<file path="config.mk">
export PLATFORM = sky130hd
export DESIGN_NAME = comp_traceback_flat
export DESIGN_NICKNAME = d
export VERILOG_FILES = /design/src/rtl/comp_tb_pkg.sv /design/src/rtl/comp_traceback_if.sv /design/src/rtl/comp_tb_lifo.sv /design/src/rtl/comp_traceback.sv /design/src/flat_wrapper.sv
export SDC_FILE = /design/constraint.sdc
export NUM_CORES = 1
export LEC_CHECK = 0
export BUFFER_PORTS_ARGS = -buffer_cell sky130_fd_sc_hd__buf_4
export CAP_MARGIN = 5
export CORE_ASPECT_RATIO = 1.1
export CORE_MARGIN = 10
export CORE_UTILIZATION = 40
export CTS_CLUSTER_DIAMETER = 50
export DETAILED_ROUTE_END_ITERATION = 12
export PLACE_DENSITY_LB_ADDON = 0.25
export REMOVE_ABC_BUFFERS = 1
export SLEW_MARGIN = 25
export SYNTH_ARGS = -nofsm -noshare
export SYNTH_HDL_FRONTEND = slang
export SYNTH_SLANG_ARGS = --single-unit
</file>
<file path="constraint.sdc">
create_clock -name clk -period 2.2 [get_ports clk]
set_clock_uncertainty 0.2 [all_clocks]
set_input_delay 0.11 -clock clk [delete_from_list [all_inputs] [get_ports clk]]
set_output_delay 0.11 -clock clk [all_outputs]
set_load 0.05 [all_outputs]
</file>
<file path="src/rtl/comp_tb_pkg.sv">
// Shared encodings and default geometry for the survivor-path traceback unit.
package comp_tb_pkg;

  typedef enum logic [1:0] {
    S_FILL  = 2'd0,
    S_TRACE = 2'd1,
    S_EMIT  = 2'd2
  } state_t;

  localparam int ST_WD_DEF  = 3;
  localparam int DEPTH_DEF  = 16;
  localparam int CNT_WD_DEF = $clog2(DEPTH_DEF);

endpackage

</file>
<file path="src/rtl/comp_traceback_if.sv">
// Decision-in / decoded-bit-out stream bundle between the comparator stage,
// the traceback unit and its downstream consumer.
interface comp_traceback_if
  import comp_tb_pkg::*;
#(
  parameter int st_wd  = ST_WD_DEF,
  parameter int cnt_wd = CNT_WD_DEF
);

  logic [2**st_wd-1:0] in_dec;
  logic                in_vd;
  logic                in_rdy;
  logic                in_last;
  logic [st_wd-1:0]    in_best_idx;
  logic                in_best_dv;
  logic                out_dat;
  logic [cnt_wd-1:0]   out_idx;
  logic                out_vd;
  logic                out_rdy;
  logic                out_last;
  logic                tb_ovf;

  modport master (
    output in_dec, in_vd, in_last, in_best_idx, in_best_dv, out_rdy,
    input  in_rdy, out_dat, out_idx, out_vd, out_last, tb_ovf
  );

  modport slave (
    input  in_dec, in_vd, in_last, in_best_idx, in_best_dv, out_rdy,
    output in_rdy, out_dat, out_idx, out_vd, out_last, tb_ovf
  );

endinterface

</file>
<file path="src/rtl/comp_tb_lifo.sv">
// Single-bit stack used to turn the backwards traceback into forward bit order.
module comp_tb_lifo #(
  parameter int depth  = 16,
  parameter int lvl_wd = $clog2(depth) + 1
) (
  input  logic              clk,
  input  logic              rst_n,
  input  logic              i_push,
  input  logic              i_pop,
  input  logic              i_dat,
  output logic              o_top,
  output logic [lvl_wd-1:0] o_level
);

  localparam int idx_wd = lvl_wd - 1;

  logic              r_stack [depth];
  logic [lvl_wd-1:0] r_level;
  logic [idx_wd-1:0] w_wr_idx;
  logic [idx_wd-1:0] w_rd_idx;
  logic              w_full;
  logic              w_empty;

  assign w_full   = (r_level == lvl_wd'(depth));
  assign w_empty  = (r_level == '0);
  assign w_wr_idx = r_level[idx_wd-1:0];
  assign w_rd_idx = w_wr_idx - 1'b1;

  always_ff @(posedge clk) begin
    if (i_push && !w_full) r_stack[w_wr_idx] <= i_dat;
  end

  always_ff @(posedge clk or negedge rst_n) begin
    if (!rst_n) begin
      r_level <= '0;
    end else if (i_push && !w_full) begin
      r_level <= r_level + 1'b1;
    end else if (i_pop && !w_empty) begin
      r_level <= r_level - 1'b1;
    end
  end

  assign o_top   = r_stack[w_rd_idx];
  assign o_level = r_level;

endmodule

</file>
<file path="src/rtl/comp_traceback.sv">
// Survivor-path traceback: stores per-step decisions, walks them back from the
// winning end state and streams decoded bits. COMP_TB_REVERSE_EN emits forward order.
module comp_traceback
  import comp_tb_pkg::*;
#(
  parameter int st_wd  = ST_WD_DEF,
  parameter int depth  = DEPTH_DEF,
  parameter int cnt_wd = CNT_WD_DEF
) (
  input logic             clk,
  input logic             rst_n,
  comp_traceback_if.slave bus
);

  localparam int                n_st      = 2 ** st_wd;
  localparam logic [cnt_wd-1:0] last_slot = cnt_wd'(depth - 1);

  state_t            r_state;
  logic [n_st-1:0]   r_mem [depth];
  logic [cnt_wd-1:0] r_wr_cnt;
  logic [cnt_wd-1:0] r_rd_cnt;
  logic [st_wd-1:0]  r_cur_st;
  logic              r_ovf;

  logic              w_accept;
  logic              w_close;
  logic              w_force;
  logic              w_bit;
  logic              w_dec;
  logic [st_wd-1:0]  w_next_st;

  assign w_accept  = bus.in_vd && (r_state == S_FILL);
  assign w_force   = w_accept && !bus.in_last && (r_wr_cnt == last_slot);
  assign w_close   = w_accept && (bus.in_last || (r_wr_cnt == last_slot));

  // Decoded bit is the state MSB; the stored decision refills the LSB end.
  assign w_bit     = r_cur_st[st_wd-1];
  assign w_dec     = r_mem[r_rd_cnt][r_cur_st];
  assign w_next_st = {r_cur_st[st_wd-2:0], w_dec};

  // NOTE: storage arrays carry no reset; every slot read is written first in the frame.
  always_ff @(posedge clk) begin
    if (w_accept) r_mem[r_wr_cnt] <= bus.in_dec;
  end

`ifdef COMP_TB_REVERSE_EN
  logic [cnt_wd-1:0] r_len;
  logic [cnt_wd-1:0] r_emit_idx;
  logic              w_push;
  logic              w_pop;
  logic              w_top;
  logic [cnt_wd:0]   w_level;

  assign w_push = (r_state == S_TRACE);
  assign w_pop  = bus.out_vd && bus.out_rdy;

  comp_tb_lifo #(
    .depth  (depth),
    .lvl_wd (cnt_wd + 1)
  ) u_lifo (
    .clk     (clk),
    .rst_n   (rst_n),
    .i_push  (w_push),
    .i_pop   (w_pop),
    .i_dat   (w_bit),
    .o_top   (w_top),
    .o_level (w_level)
  );

  assign bus.out_vd   = (r_state == S_EMIT) && (w_level != '0);
  assign bus.out_dat  = bus.out_vd && w_top;
  assign bus.out_idx  = bus.out_vd ? r_emit_idx : '0;
  assign bus.out_last = bus.out_vd && (r_emit_idx == r_len);
`else
  assign bus.out_vd   = (r_state == S_TRACE);
  assign bus.out_dat  = bus.out_vd && w_bit;
  assign bus.out_idx  = bus.out_vd ? r_rd_cnt : '0;
  assign bus.out_last = bus.out_vd && (r_rd_cnt == '0);
`endif

  assign bus.in_rdy = (r_state == S_FILL);
  assign bus.tb_ovf = r_ovf;

  // NOTE: all state below updates with <= so every branch sees pre-edge values.
  always_ff @(posedge clk or negedge rst_n) begin
    if (!rst_n) begin
      r_state    <= S_FILL;
      r_wr_cnt   <= '0;
      r_rd_cnt   <= '0;
      r_cur_st   <= '0;
      r_ovf      <= 1'b0;
`ifdef COMP_TB_REVERSE_EN
      r_len      <= '0;
      r_emit_idx <= '0;
`endif
    end else begin
      r_ovf <= w_force;
      case (r_state)
        S_FILL: begin
          if (w_accept) begin
            r_wr_cnt <= r_wr_cnt + 1'b1;
            if (w_close) begin
              r_rd_cnt <= r_wr_cnt;
              r_cur_st <= bus.in_best_dv ? bus.in_best_idx : '0;
              r_state  <= S_TRACE;
`ifdef COMP_TB_REVERSE_EN
              r_len    <= r_wr_cnt;
`endif
            end
          end
        end
        S_TRACE: begin
`ifdef COMP_TB_REVERSE_EN
          r_cur_st <= w_next_st;
          r_rd_cnt <= r_rd_cnt - 1'b1;
          if (r_rd_cnt == '0) begin
            r_state    <= S_EMIT;
            r_emit_idx <= '0;
          end
`else
          if (bus.out_rdy) begin
            r_cur_st <= w_next_st;
            r_rd_cnt <= r_rd_cnt - 1'b1;
            if (r_rd_cnt == '0) begin
              r_wr_cnt <= '0;
              r_state  <= S_FILL;
            end
          end
`endif
        end
`ifdef COMP_TB_REVERSE_EN
        S_EMIT: begin
          if (bus.out_vd && bus.out_rdy) begin
            r_emit_idx <= r_emit_idx + 1'b1;
            if (r_emit_idx == r_len) begin
              r_wr_cnt <= '0;
              r_state  <= S_FILL;
            end
          end
        end
`endif
        default: r_state <= S_FILL;
      endcase
    end
  end

endmodule

</file>
<file path="src/flat_wrapper.sv">
// flat-port wrapper written by rule: the top's interface ports become plain ports
module comp_traceback_flat import comp_tb_pkg::*;
#(
  parameter int st_wd  = ST_WD_DEF,
  parameter int depth  = DEPTH_DEF,
  parameter int cnt_wd = CNT_WD_DEF
)
  (clk, rst_n, bus_in_dec, bus_in_vd, bus_in_last, bus_in_best_idx, bus_in_best_dv, bus_out_rdy, bus_in_rdy, bus_out_dat, bus_out_idx, bus_out_vd, bus_out_last, bus_tb_ovf);
  comp_traceback_if #(.st_wd(st_wd), .cnt_wd(cnt_wd)) bus_i ();
  input logic clk;
  input logic rst_n;
  input wire logic [$bits(bus_i.in_dec)-1:0] bus_in_dec;
  input wire logic [$bits(bus_i.in_vd)-1:0] bus_in_vd;
  input wire logic [$bits(bus_i.in_last)-1:0] bus_in_last;
  input wire logic [$bits(bus_i.in_best_idx)-1:0] bus_in_best_idx;
  input wire logic [$bits(bus_i.in_best_dv)-1:0] bus_in_best_dv;
  input wire logic [$bits(bus_i.out_rdy)-1:0] bus_out_rdy;
  output wire logic [$bits(bus_i.in_rdy)-1:0] bus_in_rdy;
  output wire logic [$bits(bus_i.out_dat)-1:0] bus_out_dat;
  output wire logic [$bits(bus_i.out_idx)-1:0] bus_out_idx;
  output wire logic [$bits(bus_i.out_vd)-1:0] bus_out_vd;
  output wire logic [$bits(bus_i.out_last)-1:0] bus_out_last;
  output wire logic [$bits(bus_i.tb_ovf)-1:0] bus_tb_ovf;
  assign bus_i.in_dec = bus_in_dec;
  assign bus_i.in_vd = bus_in_vd;
  assign bus_i.in_last = bus_in_last;
  assign bus_i.in_best_idx = bus_in_best_idx;
  assign bus_i.in_best_dv = bus_in_best_dv;
  assign bus_i.out_rdy = bus_out_rdy;
  assign bus_in_rdy = bus_i.in_rdy;
  assign bus_out_dat = bus_i.out_dat;
  assign bus_out_idx = bus_i.out_idx;
  assign bus_out_vd = bus_i.out_vd;
  assign bus_out_last = bus_i.out_last;
  assign bus_tb_ovf = bus_i.tb_ovf;
  comp_traceback #(.st_wd(st_wd), .depth(depth), .cnt_wd(cnt_wd)) u_core (.clk(clk), .rst_n(rst_n), .bus(bus_i));
endmodule
</file>
==> flow_metrics.env, run 1 <==
export IMPL_hold_violations=0
export IMPL_fin_nets=446
export IMPL_status="finished, final reports clean"
export IMPL_coreArea_sq_mm=0.0144
export IMPL_holdCritPathClass="in2reg"
export IMPL_swShare_pct=31.9
export IMPL_p_int_w=0.00584
export IMPL_r2r_cells=7
export IMPL_avgSynthCellArea_sq_um=17.4
export IMPL_design_area_sq_mm=0.00732
export IMPL_numCtsBuffers=17
export IMPL_rows=46
export IMPL_critPathCapture="bus_out_last"
export IMPL_tritoncts="yes"
export IMPL_fin_util_pct=50.7
export IMPL_place_gp_congestion=0.893
export IMPL_synth_top_area_cell="edfxtp_1"
export IMPL_clk_insertion_delay_late_ns=0.41
export IMPL_numPortBuffers=25
export IMPL_placed_area_sq_mm=0.00658
export IMPL_layout_drive_gt1_share_pct=27.1
export IMPL_syn_area_sq_mm=0.00591
export IMPL_combPwrFrac_pct=32.5
export IMPL_drc=0
export IMPL_dieHeight_microns=148
export IMPL_rsz0062_at_grt="true"
export IMPL_max_freq_mhz=469
export IMPL_yosys_warnings=0
export IMPL_nFillCells=1163
export IMPL_worstSetupStartpointType="register"
export IMPL_dieArea_sq_mm=0.0201
export IMPL_path_max_fanout=10
export IMPL_placed_cells_incl_taps=580
export IMPL_period_needed_ns=2.13
export IMPL_power_density_mw_per_mm2=1170
export IMPL_cap_viol_max_count=0
export IMPL_antenna_left=0
export IMPL_setup_viol=0
export IMPL_synth_commonest_cells="128 x edfxtp_1, 25 x nand2_1, 21 x mux2i_1"
export IMPL_grt_pass1_wl_mm=20.8
export IMPL_grt_max_degree=22
export IMPL_grt_pass1_vias=3459
export IMPL_synth_edf_count=128
export IMPL_pwr_share_seq_pct=37.7
export IMPL_relSlewSlack_pct=56.5
export IMPL_r2r_start="u_core.r_rd_cnt[0]"
export IMPL_wl_mm=13.1
export IMPL_p_leak_nw=2.64
export IMPL_yosysUniqueCellTypes=40
export IMPL_vias=3368
export IMPL_regArea_sq_mm=0.00417
export IMPL_ys_flop_type="edfxtp_1"
export IMPL_power_frac_clock_pct=29.9
export IMPL_diodes=0
export IMPL_async_reset_ff_share_pct=9.22
export IMPL_wl_per_cell_microns=20.8
export IMPL_drt_pass1_iter_count=5
export IMPL_r2r_slack_ns=0.08
export IMPL_crit_required_ns=1.89
export IMPL_worst_pin_slew_ns=0.650
export IMPL_cts_root_buf="clkbuf_16"
export IMPL_io_pins=26
export IMPL_dpl_hpwl_mm=8.87
export IMPL_multi_input_area_sq_mm=0.00162
export IMPL_synth_cells=340
export IMPL_cts_sinks=141
export IMPL_htree_levels=4
export IMPL_first_iter_violations=326
export IMPL_grt_usage_pct=13.7
export IMPL_antenna_found_initial=0
export IMPL_crit_arrival_ns=1.82
export IMPL_overflow=0
export IMPL_clkSlewWorstSetupHoldPaths_ns=0.06
export IMPL_synth_seq_area_share_pct=70.5
export IMPL_startpoint="u_core.r_rd_cnt[0]"
export IMPL_crit_reg2reg_capture="u_core.r_cur_st[0]"
export IMPL_finalMaxSlewViolations=0
export IMPL_p_total_w=0.00858
export IMPL_start_util_pct=40.9
export IMPL_endpoint_kind="output pin"
export IMPL_vdd_ir_drop_max_v=0.000665
export IMPL_vias_per_cell=5.37
export IMPL_syn2layout_area_growth_pct=23.8
export IMPL_synth_top_cell_area_share_pct=65.0
export IMPL_chipWidth_microns=136
export IMPL_instances_no_fill=627
export IMPL_clockBufferDepth=2
export IMPL_synth_most_common_cell="edfxtp_1"
export IMPL_critical_path_class="reg2out"
export IMPL_p_switching_w=0.00274
export IMPL_min_period_over_period_pct=96.9
export IMPL_ys_ff_latch=141
export IMPL_synth_area_top_cells="edfxtp_1 65%, mux4_1 7.1%, dfrtp_1 5.5%, mux2i_1 3.6%, mux4_2 3.4%"
-- power by group through the flow --
stage	registers, W	clock network (W)	logic [W]
after CTS	0.00322	0.00261	0.00272
after detailed placement	0.00327	0	0.00264
after global placement	0.00327	0	0.00265
final	0.00323	0.00256	0.00279
after floorplan	0.00346	0	0.00144
after global routing	0.00325	0.00275	0.00300
-- cells in the final DEF, fill, tap and decap left out, drive strengths merged, types with 8 or more instances in the layout --
cell	instances
edfxtp	128
buf	67
nand2	25
mux4	25
mux2i	21
and2	18
clkbuf	17
nor2	16
dlygate4sd3	16
dfrtp	13
inv	10
a21oi	8
o21ai	8
clkinv	8
-- kinds of logic (layout without fill, tap and decap cells) --
logic type | after synthesis | count (layout) | synth area share [%]
buf+inv | 27 | 122 | 2.75
fa+ha+maj | 5 | 5 | 1.06
flops | 141 | 141 | 70.5
xor+xnor | 1 | 1 | 0.148
simple gates | 77 | 77 | 6.37
mux | 46 | 46 | 14.1
compound gates | 43 | 43 | 5.08
-- critical path, cell delays in order, from the launching register on --
cell and delay [ns]:
dfrtp_2 0.42, buf_4 0.19, inv_1 0.09, ha_2 0.20, nor4b_4 0.20, buf_4 0.16
buf_6 0.15
-- worst min path at each step --
stage,depth (start not counted),start,endpoint
final,5,bus_in_best_idx[0],u_core.r_cur_st[0]
after global routing,5,bus_in_best_idx[0],u_core.r_cur_st[0]
after floorplan,0,rst_n,u_core.bus.tb_ovf
after CTS,5,bus_in_best_idx[0],u_core.r_cur_st[0]
after detailed placement,1,rst_n,u_core.r_state[0]
after global placement,1,rst_n,u_core.r_state[0]
-- timing repair --
item	in CTS	in global routing
hold buffers	16	0
gates resized for setup	5	11
pin swaps	0	2
setup buffers	0	1
endpoints found under the setup margin	2	6
endpoints found under the hold margin	150	0
gates cloned	0	0
-- state kept, by name (all words and copies together) (netlist names) --
signal,flops
u_core.bus.tb_ovf,1
u_core.r_state,1
u_core.r_wr_cnt,4
u_core.r_rd_cnt,4
u_core.r_cur_st,3
u_core.r_mem,128
-- layout make-up --
type,count,area share [%]
flip-flops and latches,141,57.0
multi-input cells,172,22.1
repair buffers,83,10.0
clock buffers,17,5.81
well taps,192,3.28
clock inverters,13,1.40
inverters,9,0.461
-- per-stage QoR --
step / hold slack (ns) / TNS (ns) / setup slack (ns)
2_1_floorplan: -0.386 / -38.22 / -2.17
3_3_place_gp: -0.228 / -0.0553 / -0.0553
3_5_place_dp: -0.228 / -0.0543 / -0.0543
4_1_cts: 0.0354 / -0.000184 / -0.000184
5_1_grt: 0.179 / -0.0568 / -0.0323
6_report: 0.0685 / 0 / 0.0679
-- per-layer routing --
metal / up-vias / part of all wire [%] / GRT usage, %
li1: 1527 / - / -
met1: 1746 / 46 / 18.4
met2: 79 / 48 / 21.0
met3: 16 / 3.9 / 3.12
met4: 0 / 1.6 / 5.70
met5: - / 0 / 0
Power figures use the tool's default switching activity.
==> run 2, diff against run 1 <==
--- a/config.mk
+++ b/config.mk
@@ -17,4 +17,5 @@
 export SLEW_MARGIN = 25
 export SYNTH_ARGS = -nofsm -noshare
 export SYNTH_HDL_FRONTEND = slang
+export SYNTH_HIERARCHICAL = 1
 export SYNTH_SLANG_ARGS = --single-unit
==> flow_metrics.env, run 2 <==
export IMPL_antenna_left=0
export IMPL_chipWidth_microns=136
export IMPL_ys_ff_latch=141
export IMPL_synth_area_top_cells="edfxtp_1 65%, mux4_2 6.9%, dfrtp_1 5.5%, mux2i_1 4.4%, and2_1 2.0%"
export IMPL_drt_pass1_iter_count=5
export IMPL_synth_xor_area_share_pct=0.298
export IMPL_hp_start="bus_in_best_dv"
export IMPL_synth_cells=339
export IMPL_cts_sinks=141
export IMPL_wl_mm=13.7
export IMPL_holdWs_ns=0.0189
export IMPL_synth_simple_area_share_pct=6.51
export IMPL_coreArea_sq_mm=0.0144
export IMPL_synth_most_common_cell="edfxtp_1"
export IMPL_holdCritPathClass="in2reg"
export IMPL_synth_commonest_cells="128 x edfxtp_1, 26 x mux2i_1, 19 x and2_1"
export IMPL_synth_top_family_by_area="multiplexers"
export IMPL_vias_per_cell=5.37
export IMPL_relSlewSlack_pct=52.1
export IMPL_mostFrequentLayoutCells="128 x edfxtp_1, 58 x buf_4, 25 x mux2i_1"
export IMPL_syn2layout_area_growth_pct=27.8
export IMPL_startpoint="u_core/r_rd_cnt[1]"
export IMPL_wl_per_cell_microns=21.8
export IMPL_dieHeight_microns=147
export IMPL_nFillCells=1177
export IMPL_syn_area_sq_mm=0.00588
export IMPL_start_util_pct=40.7
export IMPL_p_leak_nw=2.71
export IMPL_r2r_start="u_core/r_rd_cnt[1]"
export IMPL_vias=3375
export IMPL_crit_required_ns=2.31
export IMPL_clkSlewWorstSetupHoldPaths_ns=0.06
export IMPL_largest_registers="u_core/r_mem x128, u_core/r_rd_cnt x4, u_core/r_wr_cnt x4"
export IMPL_power_density_mw_per_mm2=1320
export IMPL_synth_top_cell_area_share_pct=65.4
export IMPL_synth_top_area_cell="edfxtp_1"
export IMPL_yosysUniqueCellTypes=45
export IMPL_clockBufferDepth=2
export IMPL_numPortBuffers=25
export IMPL_synth_edf_count=128
export IMPL_clk_insertion_delay_late_ns=0.43
export IMPL_finalMaxSlewViolations=0
export IMPL_dieArea_sq_mm=0.0200
export IMPL_fin_nets=446
export IMPL_max_stage_delay_ns=0.51
export IMPL_endpoint_kind="register"
export IMPL_vdd_ir_drop_max_v=0.000530
export IMPL_synth_compound_area_share_pct=6.11
export IMPL_yosys_mux_area_fraction_pct=12.7
export IMPL_cts_root_buf="clkbuf_16"
export IMPL_worstSetupStartpointType="register"
export IMPL_first_iter_violations=237
export IMPL_dpl_hpwl_mm=8.84
export IMPL_max_freq_mhz=468
export IMPL_path_max_fanout=10
export IMPL_grt_pass1_wl_mm=21.2
export IMPL_final_common_cell="edfxtp_1"
export IMPL_numCtsBuffers=17
export IMPL_synth_seq_area_share_pct=70.9
export IMPL_antenna_found_initial=0
export IMPL_path_delay_family="multiplexers"
export IMPL_grt_pass1_vias=3498
export IMPL_drc=0
export IMPL_top_register="u_core/r_mem"
export IMPL_setup_viol=0
export IMPL_crit_chain="buf_12 -> mux4_2 -> mux2i_2 -> o21bai_2 -> o21bai_1 -> a31oi_1 -> a31oi_1"
export IMPL_cpMaxStageDelayCell="mux4_2"
export IMPL_regArea_sq_mm=0.00417
export IMPL_worst_pin_slew_ns=0.716
export IMPL_tritoncts="yes"
export IMPL_multi_input_area_sq_mm=0.00164
export IMPL_rows=46
export IMPL_status="finished, final reports clean"
export IMPL_period_needed_ns=2.14
export IMPL_grt_max_degree=17
export IMPL_cp_common_cell="a31oi_1"
export IMPL_min_period_over_period_pct=97.1
export IMPL_layout_drive_gt1_share_pct=31.0
export IMPL_place_gp_congestion=0.813
export IMPL_cp_num_buf_inv=1
export IMPL_ys_flop_type="edfxtp_1"
export IMPL_largest_reg_flops=128
export IMPL_hold_violations=0
export IMPL_grt_usage_pct=14.5
export IMPL_yosys_warnings=6
export IMPL_avgSynthCellArea_sq_um=17.3
export IMPL_diodes=0
export IMPL_rsz0062_at_grt="true"
export IMPL_fin_setup_tns_ns=0
export IMPL_async_reset_ff_share_pct=9.22
export IMPL_htree_levels=4
export IMPL_cap_viol_max_count=0
export IMPL_io_pins=26
export IMPL_synth_adder_area_share_pct=1.28
export IMPL_overflow=0
export IMPL_critical_path_class="reg2reg"
export IMPL_crit_arrival_ns=2.24
[run 2: cell count changes after synthesis, moves of 4 or more]
cell	delta
a221oi_1	-5
a22oi_1	+4
mux2i_1	+5
mux4_1	-13
mux4_2	+9
nand2_1	-11
nor2_1	-5
[run 2: timing repair]
item                                    in CTS  in global routing
resized for setup                            4                 14
endpoints found under the setup margin       2                  3
gates cloned                                 1                  0
hold endpoints to repair                   150                  0
pin swaps                                    0                  6
hold buffers                                16                  0
buffers inserted                             0                  1
[run 2: tightest hold or removal path, stage by stage]
cell,delay (ns)
buf_4,0.10
nor2b_1,0.14
a22oi_1,0.15
o21ai_0,0.09
[run 2: final timing paths]
kind	endpoint	slack (ns)	cells after the start
worst max-delay path	u_core/r_cur_st[0]	0.06	7
worst min-delay path	u_core/r_cur_st[2]	0.02	4
worst max register to register	u_core/r_cur_st[0]	0.06	7
worst min register to register	u_core/r_cur_st[2]	0.34	2
max in group asynchronous	u_core/r_rd_cnt[1]	0.68	3
min in group asynchronous	u_core/r_state[0]	0.63	3
[run 2: cells by family after synthesis]
kind of cell               after synthesis
DFF                                    141
and+or+nand+nor                         71
AOI/OAI and AO/OA                       48
muxes                                   47
buffers and inverters                   24
adders and majority gates                6
xor gates and xnor gates                 2
[run 2: final cells by class]
class,instances,area share [%]
clock buffers,17,5.66
inverters,7,0.400
multi-input cells,174,21.8
flip-flops and latches,141,55.5
repair buffers,82,9.88
clock inverters,15,3.58
well taps,192,3.20
[run 2: layer usage]
metal | GRT usage [%] | routed length [microns] | vias to the layer above
li1 | - | - | 1517
met1 | 18.1 | 5730 | 1712
met2 | 23.1 | 6850 | 122
met3 | 3.51 | 749 | 24
met4 | 6.57 | 343 | 0
met5 | 0 | 0 | -
[run 2: stage by stage]
| step | area [sq um] | power [W] | worst slack (ns) | utilization, % | std cells |
|---|---|---|---|---|---|
| 2_1_floorplan | 5770 | 0.00516 | -1.08 | - | 322 |
| 3_3_place_gp | 6550 | 0.00637 | -0.0195 | 45.3 | 578 |
| 3_5_place_dp | 6550 | 0.00639 | -0.00140 | 45.3 | 578 |
| 4_1_cts | 7450 | 0.00986 | 0.0161 | 51.6 | 627 |
| 5_1_grt | 7510 | 0.0104 | -0.0515 | 52.0 | 628 |
| 6_report | 7510 | 0.00994 | 0.0649 | 52.0 | 628 |
[run 2: report_power, final]
| group | internal (W) | switching, W |
|---|---|---|
| Combinational | 0.00155 | 0.00175 |
| Clock | 0.00224 | 0.00109 |
| Sequential | 0.00310 | 0.000210 |
| Total | 0.00688 | 0.00306 |
